File: src/rtl/gpu_inst_pkg.sv
// gpu_inst_pkg: shared types, constants and instruction-word field offsets for the 2D GPU instruction decoder
package gpu_inst_pkg;
  typedef enum logic [1:0] {IDLE, READ, CAPTURE, OUT} state_t;
  localparam logic INST_DRAW = 1'b0;
  localparam logic INST_ALPHA = 1'b1;
  localparam logic FILL_SOLID = 1'b0;
  localparam logic FILL_TEX = 1'b1;
  localparam int COORD_OFF = 2;
  function automatic int layer_off(int coord_w, int max_verts);
    return COORD_OFF + max_verts * coord_w;
  endfunction
  function automatic int fill_off(int coord_w, int max_verts, int layer_w);
    return layer_off(coord_w, max_verts) + layer_w;
  endfunction
  function automatic int color_off(int coord_w, int max_verts, int layer_w);
    return fill_off(coord_w, max_verts, layer_w) + 1;
  endfunction
  function automatic int tex_off(int coord_w, int max_verts, int layer_w, int color_w);
    return color_off(coord_w, max_verts, layer_w) + color_w;
  endfunction
  function automatic int alpha_off(int coord_w, int max_verts, int layer_w, int color_w, int tex_w);
    return tex_off(coord_w, max_verts, layer_w, color_w) + tex_w;
  endfunction
  function automatic int inst_w(int coord_w, int max_verts, int layer_w, int color_w, int tex_w, int alpha_w);
    return alpha_off(coord_w, max_verts, layer_w, color_w, tex_w) + alpha_w;
  endfunction
endpackage

File: src/rtl/gpu_inst_fields.sv
// gpu_inst_fields: combinational slicer from an instruction word to draw-command fields
// Ports: word (instruction in); inst_type, new_alpha (alpha-instruction payload);
// coordinates, vertice_num, layer_num, fill_type, color_code, texture_code, alpha_field (draw fields).
module gpu_inst_fields
  import gpu_inst_pkg::*;
#(
  parameter int COORD_W = 16,
  parameter int MAX_VERTS = 3,
  parameter int LAYER_W = 1,
  parameter int COLOR_W = 24,
  parameter int TEX_W = 2,
  parameter int ALPHA_W = 4,
  localparam int INST_W = inst_w(COORD_W, MAX_VERTS, LAYER_W, COLOR_W, TEX_W, ALPHA_W)
) (
  input  logic [INST_W-1:0]            word,
  output logic                         inst_type,
  output logic [ALPHA_W-1:0]           new_alpha,
  output logic [MAX_VERTS*COORD_W-1:0] coordinates,
  output logic                         vertice_num,
  output logic [LAYER_W-1:0]           layer_num,
  output logic                         fill_type,
  output logic [COLOR_W-1:0]           color_code,
  output logic [TEX_W-1:0]             texture_code,
  output logic [ALPHA_W-1:0]           alpha_field
);
  localparam int CW_ALL = MAX_VERTS * COORD_W;
  localparam int FILL_OFF = fill_off(COORD_W, MAX_VERTS, LAYER_W);
  logic [CW_ALL-1:0] raw;
  assign raw = word[COORD_OFF +: CW_ALL];
  assign inst_type = word[0];
  assign new_alpha = word[ALPHA_W:1];
  assign vertice_num = word[1];
  // Two-vertex primitives keep only the lowest two vertex slots.
  assign coordinates = vertice_num ? raw : raw & ~({CW_ALL{1'b1}} << (2 * COORD_W));
  assign layer_num = word[layer_off(COORD_W, MAX_VERTS) +: LAYER_W];
  assign fill_type = word[FILL_OFF];
  assign color_code = fill_type == FILL_SOLID ? word[color_off(COORD_W, MAX_VERTS, LAYER_W) +: COLOR_W] : '0;
  assign texture_code = fill_type == FILL_TEX ? word[tex_off(COORD_W, MAX_VERTS, LAYER_W, COLOR_W) +: TEX_W] : '0;
  assign alpha_field = word[alpha_off(COORD_W, MAX_VERTS, LAYER_W, COLOR_W, TEX_W) +: ALPHA_W];
endmodule

File: src/rtl/gpu_inst_decoder.sv
// gpu_inst_decoder: pops instruction words from the FIFO and presents registered draw commands on valid/ready
// Ports: clk, n_rst (async active-low); fifo_empty/fifo_rd/fifo_data (FIFO side);
// cmd_valid/cmd_ready plus command fields (rasteriser side); global_alpha (sticky alpha register).
module gpu_inst_decoder
  import gpu_inst_pkg::*;
#(
  parameter int COORD_W = 16,
  parameter int MAX_VERTS = 3,
  parameter int LAYER_W = 1,
  parameter int COLOR_W = 24,
  parameter int TEX_W = 2,
  parameter int ALPHA_W = 4,
  localparam int INST_W = inst_w(COORD_W, MAX_VERTS, LAYER_W, COLOR_W, TEX_W, ALPHA_W)
) (
  input  logic                         clk,
  input  logic                         n_rst,
  input  logic                         fifo_empty,
  output logic                         fifo_rd,
  input  logic [INST_W-1:0]            fifo_data,
  output logic                         cmd_valid,
  input  logic                         cmd_ready,
  output logic [MAX_VERTS*COORD_W-1:0] coordinates,
  output logic                         vertice_num,
  output logic [LAYER_W-1:0]           layer_num,
  output logic                         fill_type,
  output logic [COLOR_W-1:0]           color_code,
  output logic [TEX_W-1:0]             texture_code,
  output logic [ALPHA_W-1:0]           alpha_val,
  output logic [ALPHA_W-1:0]           global_alpha
);
  state_t state, next_state;
  logic                         f_type;
  logic [ALPHA_W-1:0]           f_new_alpha;
  logic [MAX_VERTS*COORD_W-1:0] f_coords;
  logic                         f_vnum;
  logic [LAYER_W-1:0]           f_layer;
  logic                         f_fill;
  logic [COLOR_W-1:0]           f_color;
  logic [TEX_W-1:0]             f_tex;
  logic [ALPHA_W-1:0]           f_alpha;
  gpu_inst_fields #(
    .COORD_W(COORD_W), .MAX_VERTS(MAX_VERTS), .LAYER_W(LAYER_W),
    .COLOR_W(COLOR_W), .TEX_W(TEX_W), .ALPHA_W(ALPHA_W)
  ) u_fields (
    .word(fifo_data), .inst_type(f_type), .new_alpha(f_new_alpha),
    .coordinates(f_coords), .vertice_num(f_vnum), .layer_num(f_layer),
    .fill_type(f_fill), .color_code(f_color), .texture_code(f_tex),
    .alpha_field(f_alpha)
  );
  always_ff @(posedge clk or negedge n_rst)
    if (!n_rst) state <= IDLE;
    else state <= next_state;
  always_comb
    next_state = state == IDLE ? (fifo_empty ? IDLE : READ) :
                 state == READ ? CAPTURE :
                 state == CAPTURE ? (f_type == INST_ALPHA ? IDLE : OUT) :
                 (cmd_ready ? IDLE : OUT);
  always_comb begin
    fifo_rd = state == READ;
    cmd_valid = state == OUT;
  end
  always_ff @(posedge clk or negedge n_rst)
    if (!n_rst) begin
      coordinates <= '0;
      vertice_num <= 1'b0;
      layer_num <= '0;
      fill_type <= 1'b0;
      color_code <= '0;
      texture_code <= '0;
      alpha_val <= '0;
      global_alpha <= '1;
    end else if (state == CAPTURE) begin
      if (f_type == INST_ALPHA) global_alpha <= f_new_alpha;
      else begin
        coordinates <= f_coords;
        vertice_num <= f_vnum;
        layer_num <= f_layer;
        fill_type <= f_fill;
        color_code <= f_color;
        texture_code <= f_tex;
        // A zero alpha field inherits the sticky alpha as it stood before this word.
        alpha_val <= f_alpha != '0 ? f_alpha : global_alpha;
      end
    end
endmodule

File: config.mk
export PLATFORM = sky130hd
export DESIGN_NAME = gpu_inst_decoder
export DESIGN_NICKNAME = d
export VERILOG_FILES = /design/src/rtl/gpu_inst_pkg.sv /design/src/rtl/gpu_inst_fields.sv /design/src/rtl/gpu_inst_decoder.sv
export SDC_FILE = /design/constraint.sdc
export NUM_CORES = 1
export LEC_CHECK = 0
export CAP_MARGIN = 5
export CORE_MARGIN = 5
export CORE_UTILIZATION = 38
export DETAILED_ROUTE_END_ITERATION = 7
export PLACE_DENSITY_LB_ADDON = 0.1
export SKIP_LAST_GASP = 1
export SLEW_MARGIN = 15
export SYNTH_ARGS = -nofsm -noshare
export SYNTH_HDL_FRONTEND = slang
export SYNTH_SLANG_ARGS = --single-unit
File: constraint.sdc
create_clock -name clk -period 1.65 [get_ports clk]
set_clock_uncertainty 0.2 [all_clocks]
set_input_delay 0.4125 -clock clk [delete_from_list [all_inputs] [get_ports clk]]
set_output_delay 0.4125 -clock clk [all_outputs]
set_load 0.02 [all_outputs]
==> impl_table.tex, run 1 <==
\begin{tabular}{lr}
\hline
Metric & Value \\
\hline
\multicolumn{2}{l}{\textbf{Place}} \\
Final HPWL DP & 7.139 mm \\
Area post-placement & 0.005942 mm² \\
Gpl congestion & 0.7809 \\
IO buf count & 172 \\
\multicolumn{2}{l}{\textbf{Timing}} \\
Smallest setup slack after layout & -0.1477 ns \\
Max Transition Viols Final & 0 \\
Relative max-transition margin & 0.6854 \\
Post-route minimum period & 1.798 ns \\
Number of hold violations in the final report & 0 \\
Final clock period utilization by the worst path & 1.089 \\
\# setup viols final & 65 \\
Least-Margin Pin Slew & 0.4719 ns \\
Setup repair after global routing missed its margin & yes \\
Fmax achieved & 556.3 MHz \\
\multicolumn{2}{l}{\textbf{Power and ir drop}} \\
Static Leakage & 2.837 nW \\
Post-layout total power & 10.88 mW \\
PD cells & 1813 mW/mm² \\
Maximum ir drop on the vdd rail & 799.1 µV \\
\multicolumn{2}{l}{\textbf{Route}} \\
Residual DRC count & 0 \\
Routed wirelength normalized by instance count & 16.32 µm \\
Number of detailed-routing iterations run before antenna repair & 4 \\
Violation count after the first detailed-routing iteration & 69 \\
Wire length reported by the detailed router & 9.922 mm \\
Number of vias per cell after detailed routing & 4.505 \\
DRT antenna net count & 0 \\
DR vias & 2739 \\
\multicolumn{2}{l}{\textbf{Worst setup path}} \\
Reg-to-Reg Start & state[0] \\
Cell count along the critical path & 5 \\
Data required, critical path & 1.69 ns \\
Classification of the worst setup path & flip-flop to flip-flop \\
Signal arrival time at the worst endpoint & 1.83 ns \\
R2R setup slack & -0.15 ns \\
Kind of capture point of the worst setup path & flip-flop \\
Kind of start point of the critical path & flip-flop \\
Cell repeated most along the worst path & sky130\_fd\_sc\_hd\_\_buf\_6 \\
CP delay by family, top & flip-flops \\
R2r worst-path depth & 5 \\
R2R Path End & vertice\_num \\
Slowest-stage cell, CP & sky130\_fd\_sc\_hd\_\_dfrtp\_1 \\
Capturing element of the worst setup path & vertice\_num \\
Crit-path max cell delay & 0.43 ns \\
Start point of the critical path & state[0] \\
Number of buffer and inverter stages on the critical path & 3 \\
Biggest fanout along the worst timing path & 4 \\
Ordered list of cells on the worst path & buf\_6 -> buf\_4 -> buf\_6 -> or3b\_4 -> mux2\_4 \\
\multicolumn{2}{l}{\textbf{CTS}} \\
Deepest clock path buffer count & 2 \\
Sink count of the clock tree & 87 \\
Clock tree from TritonCTS & built \\
H-tree depth reported by CTS & 3 \\
Buffer type at the clock tree root & sky130\_fd\_sc\_hd\_\_clkbuf\_8 \\
Clk slew on worst S/H paths & 0.09 ns \\
Skew-Pair Late Insertion Delay & 0.34 ns \\
Inserted Clock Buffers & 9 \\
\multicolumn{2}{l}{\textbf{Final layout}} \\
Fraction of layout cells with a size suffix above 1 & 0.4428 \\
Finished Core Util & 0.5865 \\
Signed area change from the synthesized netlist to the final layout & 51.29\% \\
Inserted Diodes & 0 \\
Net total in the final layout & 553 \\
Cell area after layout & 0.006001 mm² \\
\multicolumn{2}{l}{\textbf{Synth}} \\
Most numerous cell types in the synthesized netlist & 83 x sky130\_fd\_sc\_hd\_\_dfrtp\_1, 57 x sky130\_fd\_sc\_hd\_\_mux2\_4, 19 x sky130\_fd\_sc\_hd\_\_mux2i\_1, 19 x sky130\_fd\_sc\_hd\_\_nand2\_1, 18 x sky130\_fd\_sc\_hd\_\_inv\_1 \\
Mean instance size in the synthesized netlist & 14.91 µm² \\
Number of synthesized register bits & 87 \\
Main synth FF type & sky130\_fd\_sc\_hd\_\_dfrtp\_1 \\
Cell taking the most area after synthesis & sky130\_fd\_sc\_hd\_\_dfrtp\_1 \\
Net Count, Synth & 352 \\
Share of the synthesized area in the top cell type & 0.5237 \\
Post-Syn Area & 0.003966 mm² \\
Number of synthesized flops with an enable pin & 0 \\
Total of warnings raised by yosys & 0 \\
Top cells by area in the synthesized netlist & sky130\_fd\_sc\_hd\_\_dfrtp\_1 52\%, sky130\_fd\_sc\_hd\_\_mux2\_4 22\%, sky130\_fd\_sc\_hd\_\_mux2i\_1 4.8\% \\
Most frequently used cell type in the post-synthesis netlist & sky130\_fd\_sc\_hd\_\_dfrtp\_1 \\
Share of synthesized flip-flops with an asynchronous set or reset & 1.000 \\
Cell variety after synth & 22 \\
Sequential fraction of the synthesis area & 0.5502 \\
Gate count after technology mapping & 266 \\
\multicolumn{2}{l}{\textbf{GRT}} \\
Largest net degree at the start of global routing & 87 \\
Number of global-route vias before repair & 3067 \\
Number of antenna violations at the first check in global routing & 0 \\
Remaining global-route overflow & 0 \\
Total global routing track utilization & 0.1573 \\
Global-route wire length before repair & 15.77 mm \\
\multicolumn{2}{l}{\textbf{Die}} \\
Die height & 112.2 µm \\
Die area & 0.01258 mm² \\
Horizontal die dimension & 112.2 µm \\
Floorplan row count & 37 \\
Io pins & 173 \\
Core outline area & 0.01023 mm² \\
Starting density of the core & 0.3877 \\
\multicolumn{2}{l}{\textbf{Outcome}} \\
Run status & complete, but fails checks \\
Violated checks & negative setup slack \\
\multicolumn{2}{l}{\textbf{Flow run}} \\
MaxCap Viol Count & 0 \\
\multicolumn{2}{l}{\textbf{Hold path}} \\
Hold crit path type & input port to async pin \\
\hline
\end{tabular}
-- state kept, by name, summed over array words and instances, names as in the netlist --
signal,count
alpha_val,4
color_code,24
coordinates,48
fill_type,1
global_alpha,4
layer_num,1
state,2
texture_code,2
vertice_num,1
-- layout by cell type, fill, tap and decap left out, drive strengths merged --
cell | Yosys | layout
a2bb2oi | 4 | 4
or3b | 1 | 1
a21o | 2 | 2
nand3b | 1 | 1
clkinvlp | 0 | 1
dfrtp | 83 | 83
nor2b | 9 | 9
clkdlybuf4s15 | 0 | 22
buf | 12 | 97
clkinv | 0 | 4
nor4b | 4 | 4
dfstp | 4 | 4
inv | 18 | 18
clkbuf | 4 | 12
mux2 | 63 | 63
dlygate4sd3 | 0 | 1
clkdlybuf4s50 | 0 | 83
bufinv | 0 | 1
and2b | 16 | 16
dlygate4sd2 | 0 | 1
and2 | 1 | 1
or4b | 4 | 4
mux2i | 19 | 19
nor3b | 1 | 1
nor3 | 1 | 1
nand2 | 19 | 19
-- cell families (layout without fill, tap and decap cells) --
kind of cell           count (synthesis)  count (layout)  share of synthesized area
AO/OA/AOI/OAI                          6               6                    0.01262
buffers and inverters                 34             240                    0.06498
flip-flops                            87              87                     0.5502
multiplexers                          82              82                     0.2808
AND/OR/NAND/NOR                       57              57                    0.09148
-- layout make-up --
type                       count  area [µm²]
tap                          136       170.2
multi-input combinational    145        1554
clock inverter                 6       61.31
sequential                    87        2183
inverter                      18       67.56
fill                         878        4230
timing repair buffer         206        1837
clock buffer                  10       127.6
-- metal layers --
metal,GRT usage,wire [µm],share of wire,vias to the layer above
met1,0.1997,4272,0.43,1334
met5,0,0,0,-
li1,-,-,-,1296
met3,0.04960,698,0.070,12
met4,0.05769,157,0.016,0
met2,0.2531,4794,0.48,97
-- worst register-to-register path: stages (launching register included) --
cell                      delay, ns
sky130_fd_sc_hd__dfrtp_1       0.43
sky130_fd_sc_hd__buf_6         0.14
sky130_fd_sc_hd__buf_4         0.12
sky130_fd_sc_hd__buf_6         0.11
sky130_fd_sc_hd__or3b_4        0.38
sky130_fd_sc_hd__mux2_4        0.30
-- power by group --
| group | total, mW | switching (mW) | internal [mW] |
|---|---|---|---|
| clock network | 1.45 | 0.756 | 0.696 |
| registers | 3.79 | 0.597 | 3.20 |
| logic | 5.63 | 2.65 | 2.98 |
| total | 10.9 | 4.00 | 6.88 |
-- metrics by stage --
step	setup slack, ns	hold slack, ns	std cells	setup TNS, ns
2_1_floorplan	0.0003637	-0.08309	266	0
3_3_place_gp	-0.4605	0.003682	584	-35.91
6_report	-0.1477	0.1782	608	-5.940
3_5_place_dp	-0.4814	0.005842	584	-36.85
4_1_cts	-0.1118	0.1528	606	-5.108
5_1_grt	-0.2032	0.1789	608	-11.78
-- worst min path at each step --
| stage | endpoint | cells past startpoint |
|---|---|---|
| 4_1_cts | coordinates[38] | 2 |
| 2_1_floorplan | alpha_val[0] | 0 |
| 3_5_place_dp | coordinates[38] | 1 |
| 5_1_grt | coordinates[38] | 2 |
| 6_report | coordinates[38] | 2 |
| 3_3_place_gp | coordinates[38] | 1 |
-- timing repair --
action | in CTS | in global routing
resized for setup | 287 | 63
cloned | 1 | 0
endpoints found under the hold margin | 83 | 0
setup buffers | 5 | 2
pin swaps | 1 | 1
endpoints found under the setup margin | 161 | 141
hold buffers | 1 | 0
(Power assumes the default switching activity.)
==> inputs of run 2 (changes only) <==
Settings changed: ABC_AREA from default to 1, CORE_UTILIZATION 38 to 36.
==> run 2 against run 1 <==
The flow now finishes without violations; via count grew 11%; clock power shrank 11%; synthesized cell count grew 45%; sequential share of layout area grew 4.7 points; worst hold slack gained 0.10 ns; utilization shrank 1.4 points; critical path type is now flip-flop to primary output; first-iteration DRC count grew 32%; maximum frequency grew 11%; setup slack gained 0.17 ns; flip-flop and latch count is the same; total power shrank 20%; largest cell class unchanged; combinational power shrank 29%.
==> impl_table.tex, run 2 <==
\begin{tabular}{lr}
\hline
Metric & Value \\
\hline
\multicolumn{2}{l}{\textbf{Outcome}} \\
Run status & finished clean \\
\multicolumn{2}{l}{\textbf{GRT}} \\
Number of antenna violations at the first check in global routing & 0 \\
Routing layer with the top usage in global route & met2 \\
Global-route wire length before repair & 15.40 mm \\
Total global routing track utilization & 0.1685 \\
Met1 demand-to-capacity share in global routing & 0.2130 \\
Number of global-route vias before repair & 3147 \\
Largest net degree at the start of global routing & 38 \\
GR Layer Usage met2 & 0.2687 \\
Routing usage on met3 & 0.05339 \\
Remaining global-route overflow & 0 \\
\multicolumn{2}{l}{\textbf{Place}} \\
Worst setup timing slack at the placement stage & -0.3253 ns \\
Gpl congestion & 0.7890 \\
Final HPWL DP & 6.981 mm \\
Cells after DPL & 683 \\
IO buf count & 172 \\
\multicolumn{2}{l}{\textbf{Worst setup path}} \\
Capturing element of the worst setup path & fifo\_rd \\
Data required, critical path & 1.04 ns \\
Biggest fanout along the worst timing path & 3 \\
R2R setup slack & 0.13 ns \\
R2r worst-path depth & 6 \\
Classification of the worst setup path & flip-flop to primary output \\
Kind of capture point of the worst setup path & primary output \\
Signal arrival time at the worst endpoint & 1.01 ns \\
Start point of the critical path & state[1] \\
Reg-to-Reg Start & state[0] \\
R2R Path End & color\_code[22] \\
Kind of start point of the critical path & flip-flop \\
\multicolumn{2}{l}{\textbf{Final layout}} \\
Sequential cell area in the final layout & 0.002182 mm² \\
Final Non-Filler Cells & 700 \\
FILL cells & 917 \\
Register name with the most flops & coordinates \\
Most common cell after layout, fill and taps aside & sky130\_fd\_sc\_hd\_\_nand2\_1 \\
Inserted Diodes & 0 \\
Footprint of the multi-input gates & 0.001066 mm² \\
Flip-flop count of the largest register after layout & 48 \\
Finished Core Util & 0.5728 \\
Fraction of layout cells with a size suffix above 1 & 0.2312 \\
Signed area change from the synthesized netlist to the final layout & 55.11\% \\
Net total in the final layout & 653 \\
Leading registers by flop count & coordinates: 48 flops, color\_code: 24 flops \\
Highest-count cells in the layout ignoring fill and taps & 205 x sky130\_fd\_sc\_hd\_\_nand2\_1, 84 x sky130\_fd\_sc\_hd\_\_clkdlybuf4s50\_1, 83 x sky130\_fd\_sc\_hd\_\_dfrtp\_1 \\
\multicolumn{2}{l}{\textbf{CTS}} \\
Skew-Pair Late Insertion Delay & 0.34 ns \\
Clock tree from TritonCTS & built \\
H-tree depth reported by CTS & 3 \\
Buffer type at the clock tree root & sky130\_fd\_sc\_hd\_\_clkbuf\_8 \\
Clk slew on worst S/H paths & 0.08 ns \\
Sink count of the clock tree & 87 \\
Deepest clock path buffer count & 2 \\
Inserted Clock Buffers & 9 \\
\multicolumn{2}{l}{\textbf{Route}} \\
DR vias & 3047 \\
Violation count after the first detailed-routing iteration & 91 \\
Routed wirelength normalized by instance count & 13.57 µm \\
Number of detailed-routing iterations run before antenna repair & 4 \\
Wire length reported by the detailed router & 9.502 mm \\
DRT antenna net count & 0 \\
Residual DRC count & 0 \\
Number of vias per cell after detailed routing & 4.353 \\
\multicolumn{2}{l}{\textbf{Timing}} \\
Final clock period utilization by the worst path & 0.9858 \\
Relative max-transition margin & 0.7805 \\
Minimum hold slack & 0.2790 ns \\
Number of hold violations in the final report & 0 \\
Post-route minimum period & 1.627 ns \\
Max Transition Viols Final & 0 \\
Least-Margin Pin Slew & 0.3292 ns \\
Setup repair after global routing missed its margin & yes \\
Smallest setup slack after layout & 0.02345 ns \\
\# setup viols final & 0 \\
Fmax achieved & 614.8 MHz \\
\multicolumn{2}{l}{\textbf{Synth}} \\
Sequential fraction of the synthesis area & 0.6365 \\
Share of the synthesized area in the top cell type & 0.6058 \\
Net Count, Synth & 472 \\
Top cells by area in the synthesized netlist & sky130\_fd\_sc\_hd\_\_dfrtp\_1 61\%, sky130\_fd\_sc\_hd\_\_nand2\_1 23\%, sky130\_fd\_sc\_hd\_\_o21ai\_0 5.1\% \\
Gate count after technology mapping & 386 \\
Cell variety after synth & 17 \\
Total of warnings raised by yosys & 0 \\
Most frequently used cell type in the post-synthesis netlist & sky130\_fd\_sc\_hd\_\_nand2\_1 \\
Share of synthesized flip-flops with an asynchronous set or reset & 1.000 \\
Number of synthesized register bits & 87 \\
Post-Syn Area & 0.003428 mm² \\
Most numerous cell types in the synthesized netlist & 206 x sky130\_fd\_sc\_hd\_\_nand2\_1, 83 x sky130\_fd\_sc\_hd\_\_dfrtp\_1, 35 x sky130\_fd\_sc\_hd\_\_o21ai\_0 \\
Number of synthesized flops with an enable pin & 0 \\
Mean instance size in the synthesized netlist & 8.882 µm² \\
Main synth FF type & sky130\_fd\_sc\_hd\_\_dfrtp\_1 \\
Cell taking the most area after synthesis & sky130\_fd\_sc\_hd\_\_dfrtp\_1 \\
\multicolumn{2}{l}{\textbf{Flow run}} \\
MaxCap Viol Count & 0 \\
\multicolumn{2}{l}{\textbf{Power and ir drop}} \\
Static Leakage & 2.738 nW \\
PD cells & 1646 mW/mm² \\
Post-layout total power & 8.755 mW \\
Maximum ir drop on the vdd rail & 711.3 µV \\
\multicolumn{2}{l}{\textbf{Die}} \\
Io pins & 173 \\
Horizontal die dimension & 107.6 µm \\
Core outline area & 0.009284 mm² \\
Die area & 0.01157 mm² \\
Die height & 107.6 µm \\
Floorplan row count & 35 \\
Starting density of the core & 0.3693 \\
\multicolumn{2}{l}{\textbf{Hold path}} \\
Hold crit path type & flip-flop to flip-flop \\
Origin of the worst min-delay path & coordinates[37] \\
Count of cells along the worst hold path & 2 \\
\hline
\end{tabular}
## run 2: changes by cell type after synthesis, moves of 6 or more
cell / delta
sky130_fd_sc_hd__nor2_1: +6
sky130_fd_sc_hd__nand3_1: +6
sky130_fd_sc_hd__buf_12: -6
sky130_fd_sc_hd__and2b_1: -16
sky130_fd_sc_hd__nand2_1: +187
sky130_fd_sc_hd__mux2_2: -6
sky130_fd_sc_hd__mux2_4: -57
sky130_fd_sc_hd__buf_2: +6
sky130_fd_sc_hd__o21ai_0: +35
sky130_fd_sc_hd__mux2i_1: -19
sky130_fd_sc_hd__nor2b_1: -9
## run 2: what timing repair did
action	CTS	global route
gates resized for setup	260	66
hold buffers	1	0
endpoints found under the setup margin	87	89
setup buffers	0	1
pin swaps	0	1
hold endpoints to repair	20	0
## run 2: critical path, stage by stage (launching register included)
cell and delay, ns:
sky130_fd_sc_hd__dfrtp_1 0.40, sky130_fd_sc_hd__inv_2 0.07, sky130_fd_sc_hd__nand2_2 0.05, sky130_fd_sc_hd__inv_2 0.05
sky130_fd_sc_hd__buf_6 0.11
## run 2: logic make-up after synthesis
family,share of synthesized area
buffers and inverters,0.05547
AOI/OAI and AO/OA,0.05913
DFF,0.6365
and+or+nand+nor,0.2489
## run 2: worst min path at each step
stage / endpoint / slack, ns
after detailed placement: color_code[8] / 0.14
after floorplan: alpha_val[0] / -0.08
after global routing: coordinates[39] / 0.30
final: coordinates[37] / 0.28
after CTS: color_code[8] / 0.29
after global placement: color_code[8] / 0.13
## run 2: final cells by class
class	instances	share of cell area
sequential	87	0.4104
timing repair buffer	189	0.3141
clock inverter	4	0.004235
clock buffer	11	0.02659
multi-input combinational	261	0.2005
inverter	19	0.01388
tap	129	0.03035
## run 2: layer usage
| layer | vias to the layer above | share of wire |
|---|---|---|
| li1 | 1543 | - |
| met4 | 0 | 0.015 |
| met3 | 13 | 0.070 |
| met1 | 1404 | 0.43 |
| met2 | 87 | 0.49 |
| met5 | - | 0 |
## run 2: through the flow
stage / cell area [µm²] / setup TNS (ns)
after floorplan: 3428 / 0
after global placement: 5360 / -16.06
after detailed placement: 5360 / -19.18
after CTS: 5607 / -0.06507
after global routing: 5318 / -0.1694
final: 5318 / 0
## run 2: power breakdown
group          internal (mW)  leakage [nW]  switching [mW]  total [mW]
Sequential              3.02          1.10           0.463        3.48
Combinational           1.59          1.55            2.39        3.98
Clock                  0.574        0.0850           0.718        1.29
Total                   5.18          2.74            3.57        8.76
